**config.mk**
```make
export PLATFORM = sky130hd
export DESIGN_NAME = spi_master_mc
export DESIGN_NICKNAME = d
export VERILOG_FILES = /design/src/rtl/spi_pkg.sv /design/src/rtl/spi_clkgen.sv /design/src/rtl/spi_master_mc.sv
export SDC_FILE = /design/constraint.sdc
export NUM_CORES = 1
export LEC_CHECK = 0
export BUFFER_PORTS_ARGS = -buffer_cell sky130_fd_sc_hd__buf_4
export CORE_MARGIN = 3
export CORE_UTILIZATION = 57
export CTS_CLUSTER_SIZE = 14
export DETAILED_ROUTE_END_ITERATION = 8
export PLACE_DENSITY_LB_ADDON = 0.1
export SLEW_MARGIN = 20
export SYNTH_ARGS = -nofsm -noshare
export SYNTH_HDL_FRONTEND = slang
export SYNTH_SLANG_ARGS = --single-unit
```
**constraint.sdc**
```tcl
create_clock -name clk -period 4.3 [get_ports clk]
set_clock_uncertainty 0.05 [all_clocks]
set_input_delay 0.43 -clock clk [delete_from_list [all_inputs] [get_ports clk]]
set_output_delay 0.43 -clock clk [all_outputs]
set_load 0.01 [all_outputs]
```
**src/rtl/spi_pkg.sv**
```systemverilog
// Shared types and helpers for the spi_master_mc SPI master and its clock generator.
package spi_pkg;

  typedef enum logic [1:0] {
    IDLE,
    SETUP,
    XFER,
    HOLD
  } spi_state_t;

  // Mode encoding is {CPOL, CPHA}.
  localparam logic [1:0] SPI_MODE0 = 2'b00;
  localparam logic [1:0] SPI_MODE1 = 2'b01;
  localparam logic [1:0] SPI_MODE2 = 2'b10;
  localparam logic [1:0] SPI_MODE3 = 2'b11;

  // Counter width that stays at least one bit for n <= 2.
  function automatic int clog2w(input int n);
    return (n > 1) ? $clog2(n) : 1;
  endfunction

endpackage

```
**src/rtl/spi_clkgen.sv**
```systemverilog
// SCLK divider: registered sclk plus single-cycle lead/trail strobes that
// mark the clk edge on which sclk leaves or returns to its idle level.
module spi_clkgen
  import spi_pkg::*;
#(
  parameter int CLKDIV = 2
) (
  input  logic clk,
  input  logic rst_n,
  input  logic en,
  input  logic cpol,
  output logic lead,
  output logic trail,
  output logic sclk
);

  localparam int CW = clog2w(CLKDIV);
  localparam logic [CW-1:0] LAST = CW'(CLKDIV - 1);

  logic [CW-1:0] cnt_q;
  logic          sclk_q;
  logic          tick;

  assign tick  = en && (cnt_q == LAST);
  assign lead  = tick && (sclk_q == cpol);
  assign trail = tick && (sclk_q != cpol);
  assign sclk  = sclk_q;

  // NOTE: sequential state is written with non-blocking assignments only, so
  // every flop samples the pre-edge value of every other flop.
  always_ff @(posedge clk or negedge rst_n) begin
    if (!rst_n) begin
      cnt_q  <= '0;
      sclk_q <= 1'b0;
    end else if (!en) begin
      cnt_q  <= '0;
      sclk_q <= cpol;
    end else if (tick) begin
      cnt_q  <= '0;
      sclk_q <= ~sclk_q;
    end else begin
      cnt_q  <= cnt_q + 1'b1;
    end
  end

endmodule

```
**src/rtl/spi_master_mc.sv**
```systemverilog
// Parametrised full-duplex SPI master with decoded slave selects and all four modes.
// Optional feature: define SPI_LOOPBACK_EN to add the internal loopback input.
module spi_master_mc
  import spi_pkg::*;
#(
  parameter int DWIDTH = 8,
  parameter int NCS    = 1,
  parameter int CLKDIV = 2,
  parameter int SELW   = (NCS > 1) ? $clog2(NCS) : 1
) (
  input  logic              clk,
  input  logic              rst_n,
  input  logic              cs,
  input  logic              wr,
  input  logic              rd,
  input  logic [SELW-1:0]   sel,
  input  logic [1:0]        mode,
  input  logic [DWIDTH-1:0] din,
  output logic [DWIDTH-1:0] dout,
  output logic              done,
  output logic              rx_valid,
  output logic              err,
  output logic              sclk,
  output logic              mosi,
  input  logic              miso,
`ifdef SPI_LOOPBACK_EN
  input  logic              loopback,
`endif
  output logic [NCS-1:0]    ss_n
);

  localparam int BCW = $clog2(2 * DWIDTH);
  localparam int PCW = clog2w(CLKDIV);
  localparam logic [BCW-1:0] LAST_EDGE = BCW'(2 * DWIDTH - 1);
  localparam logic [PCW-1:0] LAST_PH   = PCW'(CLKDIV - 1);
  localparam logic [31:0]    NCS_U     = 32'(NCS);

  spi_state_t        state_q, state_d;
  logic [DWIDTH-1:0] shreg_q, dout_q;
  logic [1:0]        mode_q;
  logic [BCW-1:0]    bit_cnt_q;
  logic [PCW-1:0]    ph_cnt_q;
  logic [NCS-1:0]    ss_n_q, ss_n_d;
  logic              mosi_q, rx_bit_q, rx_valid_q, err_q;
  logic              wr_ev, rd_ev, sel_ok, accept, finish, ph_last;
  logic              lead, trail, cpol, cpha, rx_in, err_set;

  assign wr_ev   = cs & wr;
  assign rd_ev   = cs & rd;
  assign done    = (state_q == IDLE);
  assign sel_ok  = (32'(sel) < NCS_U);
  assign accept  = wr_ev & done & sel_ok;
  assign cpha    = (mode_q == SPI_MODE1) || (mode_q == SPI_MODE3);
  assign cpol    = (mode_q == SPI_MODE2) || (mode_q == SPI_MODE3);
  assign ph_last = (ph_cnt_q == LAST_PH);
  // A read in the completion cycle consumes the old word, so it is not an overrun.
  assign err_set = (wr_ev & ~accept) | (finish & rx_valid_q & ~rd_ev);

`ifdef SPI_LOOPBACK_EN
  logic lb_q;
  always_ff @(posedge clk or negedge rst_n) begin
    if (!rst_n)      lb_q <= 1'b0;
    else if (accept) lb_q <= loopback;
  end
  assign rx_in  = lb_q ? mosi_q : miso;
  assign ss_n_d = loopback ? '1 : ~(NCS'(1) << sel);
`else
  assign rx_in  = miso;
  assign ss_n_d = ~(NCS'(1) << sel);
`endif

  // The new CPOL is forwarded on accept so sclk sits at it from the first SETUP cycle.
  spi_clkgen #(.CLKDIV(CLKDIV)) u_clkgen (
    .clk   (clk),
    .rst_n (rst_n),
    .en    (state_q == XFER),
    .cpol  (accept ? mode[1] : cpol),
    .lead  (lead),
    .trail (trail),
    .sclk  (sclk)
  );

  always_ff @(posedge clk or negedge rst_n) begin
    if (!rst_n) state_q <= IDLE;
    else        state_q <= state_d;
  end

  // NOTE: every output of this block gets a default first, so no latch is inferred.
  always_comb begin
    state_d = state_q;
    finish  = 1'b0;
    unique case (state_q)
      IDLE:  if (accept) state_d = SETUP;
      SETUP: if (ph_last) state_d = XFER;
      XFER:  if ((lead | trail) && bit_cnt_q == LAST_EDGE) state_d = HOLD;
      HOLD: begin
        if (ph_last) begin
          state_d = IDLE;
          finish  = 1'b1;
        end
      end
      default: state_d = IDLE;
    endcase
  end

  always_ff @(posedge clk or negedge rst_n) begin
    if (!rst_n) begin
      shreg_q    <= '0;
      dout_q     <= '0;
      mode_q     <= SPI_MODE0;
      bit_cnt_q  <= '0;
      ph_cnt_q   <= '0;
      ss_n_q     <= '1;
      mosi_q     <= 1'b0;
      rx_bit_q   <= 1'b0;
      rx_valid_q <= 1'b0;
      err_q      <= 1'b0;
    end else begin
      if (state_d != state_q)                   ph_cnt_q <= '0;
      else if (state_q == SETUP || state_q == HOLD) ph_cnt_q <= ph_cnt_q + 1'b1;

      if (accept) begin
        shreg_q   <= din;
        mode_q    <= mode;
        bit_cnt_q <= '0;
        ss_n_q    <= ss_n_d;
        if (mode == SPI_MODE0 || mode == SPI_MODE2) mosi_q <= din[DWIDTH-1];
      end

      if (lead | trail) bit_cnt_q <= bit_cnt_q + 1'b1;

      if (lead) begin
        if (!cpha) rx_bit_q <= rx_in;
        else       mosi_q   <= shreg_q[DWIDTH-1];
      end

      if (trail) begin
        if (!cpha) begin
          shreg_q <= {shreg_q[DWIDTH-2:0], rx_bit_q};
          mosi_q  <= shreg_q[DWIDTH-2];
        end else begin
          shreg_q <= {shreg_q[DWIDTH-2:0], rx_in};
        end
      end

      if (finish) begin
        ss_n_q <= '1;
        dout_q <= shreg_q;
      end

      if (finish)     rx_valid_q <= 1'b1;
      else if (rd_ev) rx_valid_q <= 1'b0;

      if (err_set)    err_q <= 1'b1;
      else if (rd_ev) err_q <= 1'b0;
    end
  end

  assign dout     = dout_q;
  assign rx_valid = rx_valid_q;
  assign err      = err_q;
  assign mosi     = mosi_q;
  assign ss_n     = ss_n_q;

endmodule

```
==> run summary <==
The run finished with clean final reports. On the critical path, the stage with the largest delay is an instance of dfrtp_1. After layout, the minimum clock period comes to around 2000 ps.

For this block, the initial DRC count from the detailed router was 33. Max-cap violations in this run came to 0. Summing the areas of all xor and xnor instances in the mapped netlist gives 2.377% of the synthesized area. The buffer and inverter count on the worst path is 0.

The final antenna diode count came out at 0. For this run the aggregate overflow at the end of global routing stands at 0. The post-synthesis simple-gate area fraction is 16.81%.

The number of antenna violations at the first check in global routing is 0. The routability-driven placement congestion ratio is around 0.8. The post-detailed-route count of antenna-violating nets is 0.

The final instance count without filler cells came out at 194. The required time reported for the critical path endpoint came out at 4480 ps. From bottom edge to top edge, the die measures 56.85 um. Static timing analysis puts the maximum clock frequency at 490.8 MHz. From left edge to right edge, the die measures between 50 and 60 um.

The post-synthesis area per instance is 11.17 sq um. After clock tree synthesis, the flow added hold-fix buffers numbering 1. The class of the most critical hold timing path is primary input to flip-flop. The number of buffers added on ports is 30. The final-layout worst hold slack is 275.1 ps. The worst setup path is captured at a flip-flop. Walking the worst path, the cells encountered are nor3_4 > nand3_2 > mux2_4 > mux2_2.

Summed over all failing endpoints, the final setup total negative slack is 0 ps. The mapped netlist covers 1474 sq um. The residual DRC count is 0. The number of clock sinks seen by CTS is 32. The dominant combinational cell family by area after synthesis is simple AND/OR/NAND/NOR gates.

The clock transition at the registers of the reported paths came out at 100 ps. The fraction of synthesis flops using an asynchronous set or reset pin came out at 100.0%. The initial core utilization came out at 62.99%. Setup repair after global routing left no endpoint under its margin.

The sequential share of the synthesized area came out at 54.41%. STA classifies the critical path startpoint as a flip-flop. In the layout the commonest cells are dfrtp_1 (31), buf_4 (30), nand2_1 (14). The most common cell after layout, fill and taps aside is dfrtp_1.

The core utilization of the finished layout is 75.94%. The core area is around 2300 sq um. The die covers 3232 sq um.

The pin slew with the least headroom to its limit is 554.7 ps. For this run, the leading register cell type out of synthesis is dfrtp_1. Once routing completed, OpenROAD measured the worst setup slack at around 2300 ps. The post-cts repair resize count came out at 0. In the global route stage, overall resource usage came out at 21.20%. The synthesized flop and latch total is 32. Of the total synthesized cell area, the portion taken by full adders, half adders and majority gates is less than 1%.

During synthesis, Yosys emitted a total of 0 warnings. The synthesized net count is 150. The worst ir drop on vdd is about 0.00053 V. The setup path with the least slack is of type flip-flop to flip-flop. The H-tree was split into 2 levels.

The number of global-route vias before repair came out at 1127. Summing the areas of all compound-gate instances in the mapped netlist gives just under 9% of the synthesized area. Clock latency on the worst-skew pair, taken at its later pin, is 340 ps. The final-report hold violation count came out at 0. The number of fill cells came out at 173. Pin placement for this block handled 31 I/O pins. Synthesis handed over a netlist of 132 instances. After clock tree synthesis, the setup repair step added 0 buffers. The number of cells in the design after placement came out at 185. After layout, the worst path uses approximately 47% of the clock period.

The areal power density over the cells is just under 700 nW/um^2. The number of CTS-inserted buffers is 5. The worst-path maximum fanout is 21.

The placement-stage worst setup slack is 2287 ps. Multiplexer cells account for 14.18% of the synthesized area. The number of pins exceeding their max-slew limit in the final report came out at 0. The relative area change from synthesis to final layout is 20.54%.

The number of enable-type register cells in the synthesized netlist came out at 0. The headroom to the max-slew limit is between 60% and 70%. The routed wire length is 2.956 mm. The floorplan has 17 rows. The maximum number of pins on one net before global-route repair came out at 33. The post-detailed-route via-to-cell ratio is 5.655. The analysis attributes to cell leakage a power of 0.7986 nW. The average detailed-routed wire length per instance came out at 15.24 um. The net count reported at finish came out at 183. After legalization and detailed placement, the total HPWL measured between 2 and 2.5 mm.

The peak per-stage delay on the critical path came out at 490 ps. The first global-routing pass estimated 5.133 mm of wire. Counting distinct cell types in the post-synthesis netlist gives 32. The root buffer cell chosen for the clock tree is clkbuf_4. The detailed router placed between 1000 and 1500 vias in this run. The fraction of layout instances using a drive strength above 1 came out at 33.73%. The total setup violations reported at the end of the flow came out at 0. TritonCTS built the clock tree. The critical path data arrival time came out at about 2200 ps. The first-pass detailed-route iteration total is 4. The deepest clock path buffer count came out at 2. Broken down by cell family, the worst path's largest delay share belongs to simple AND/OR/NAND/NOR gates.
## synthesized netlist by cell type, drive strengths merged, types with 2 or more instances
library cell   n  area [sq um]
nor2b          2         12.51
dfrtp         31         775.7
inv            2         7.510
nand3          5         30.03
mux2i          7         70.07
a21oi         11         55.05
nor2          12         52.55
nand4          3         18.77
mux2          12         138.9
buf            3         21.27
nand2         14         52.55
xnor2          2         17.52
a31oi          2         12.51
o21ai          9         45.04
xor2           2         17.52
clkbuf         2         7.510
and3b          2         17.52
## worst register-to-register path: stages (launching register included)
cell and delay, ps:
dfrtp_1 490, nor3_4 320, nand3_2 400, mux2_4 440, mux2_2 250
## metal layers
layer  vias to the layer above  track usage (%)  routed length, um
met5                         -                0                  0
met4                         0            7.947                 51
met3                         6            7.356                244
met2                        42            34.82               1420
met1                       515            25.59               1239
li1                        534                -                  -
## per-stage QoR
step           total power [mW]  area (sq um)
2_1_floorplan            0.8622          1474
3_3_place_gp              1.006          1705
3_5_place_dp              1.037          1705
4_1_cts                   1.221          1777
5_1_grt                   1.305          1777
6_report                  1.209          1777
## layout make-up
class                           instances  area, sq um  share of cell area, %
Sequential cell                        32        802.0                  45.14
Multi-Input combinational cell         93        635.6                  35.77
Timing Repair Buffer                   31        235.2                  13.24
Clock buffer                            6        51.30                  2.887
Tap cell                               28        35.03                  1.972
Clock inverter                          2        10.01                 0.5634
Inverter                                2        7.507                 0.4225
## report_power, final
| part | total (mW) | switching [mW] | internal [mW] |
|---|---|---|---|
| clock | 0.179 | 0.101 | 0.0776 |
| sequential | 0.556 | 0.120 | 0.436 |
| combinational | 0.474 | 0.223 | 0.251 |
## flip-flops by register name, indices dropped and copies added, names as in the netlist
signal	count
dout	8
shreg_q	8
err	1
u_clkgen.sclk	1
ss_n	1
mosi	1
mode_q	2
rx_bit_q	1
ph_cnt_q	1
rx_valid	1
bit_cnt_q	4
u_clkgen.cnt_q	1
state_q	2
## cells by family (layout without fill, tap and decap cells)
family | count (synthesis) | in the layout
xor gates and xnor gates | 4 | 4
muxes | 19 | 19
buffers and inverters | 7 | 41
AOI/OAI and AO/OA | 24 | 24
DFF | 32 | 32
adders and majority gates | 1 | 1
and+or+nand+nor | 45 | 45
## path summary, 6_finish.rpt
path / slack [ps] / from / to / depth (start not counted)
worst max register to register: 2260 / state_q[1] / u_clkgen.sclk / 4
worst min register to register: 430 / ss_n / ss_n / 2
max in group asynchronous: 3370 / rst_n / ss_n / 2
min in group asynchronous: 500 / rst_n / bit_cnt_q[2] / 2
worst max-delay path: 2260 / state_q[1] / u_clkgen.sclk / 4
worst min-delay path: 280 / din[0] / shreg_q[0] / 2
Power figures use the tool's default switching activity.
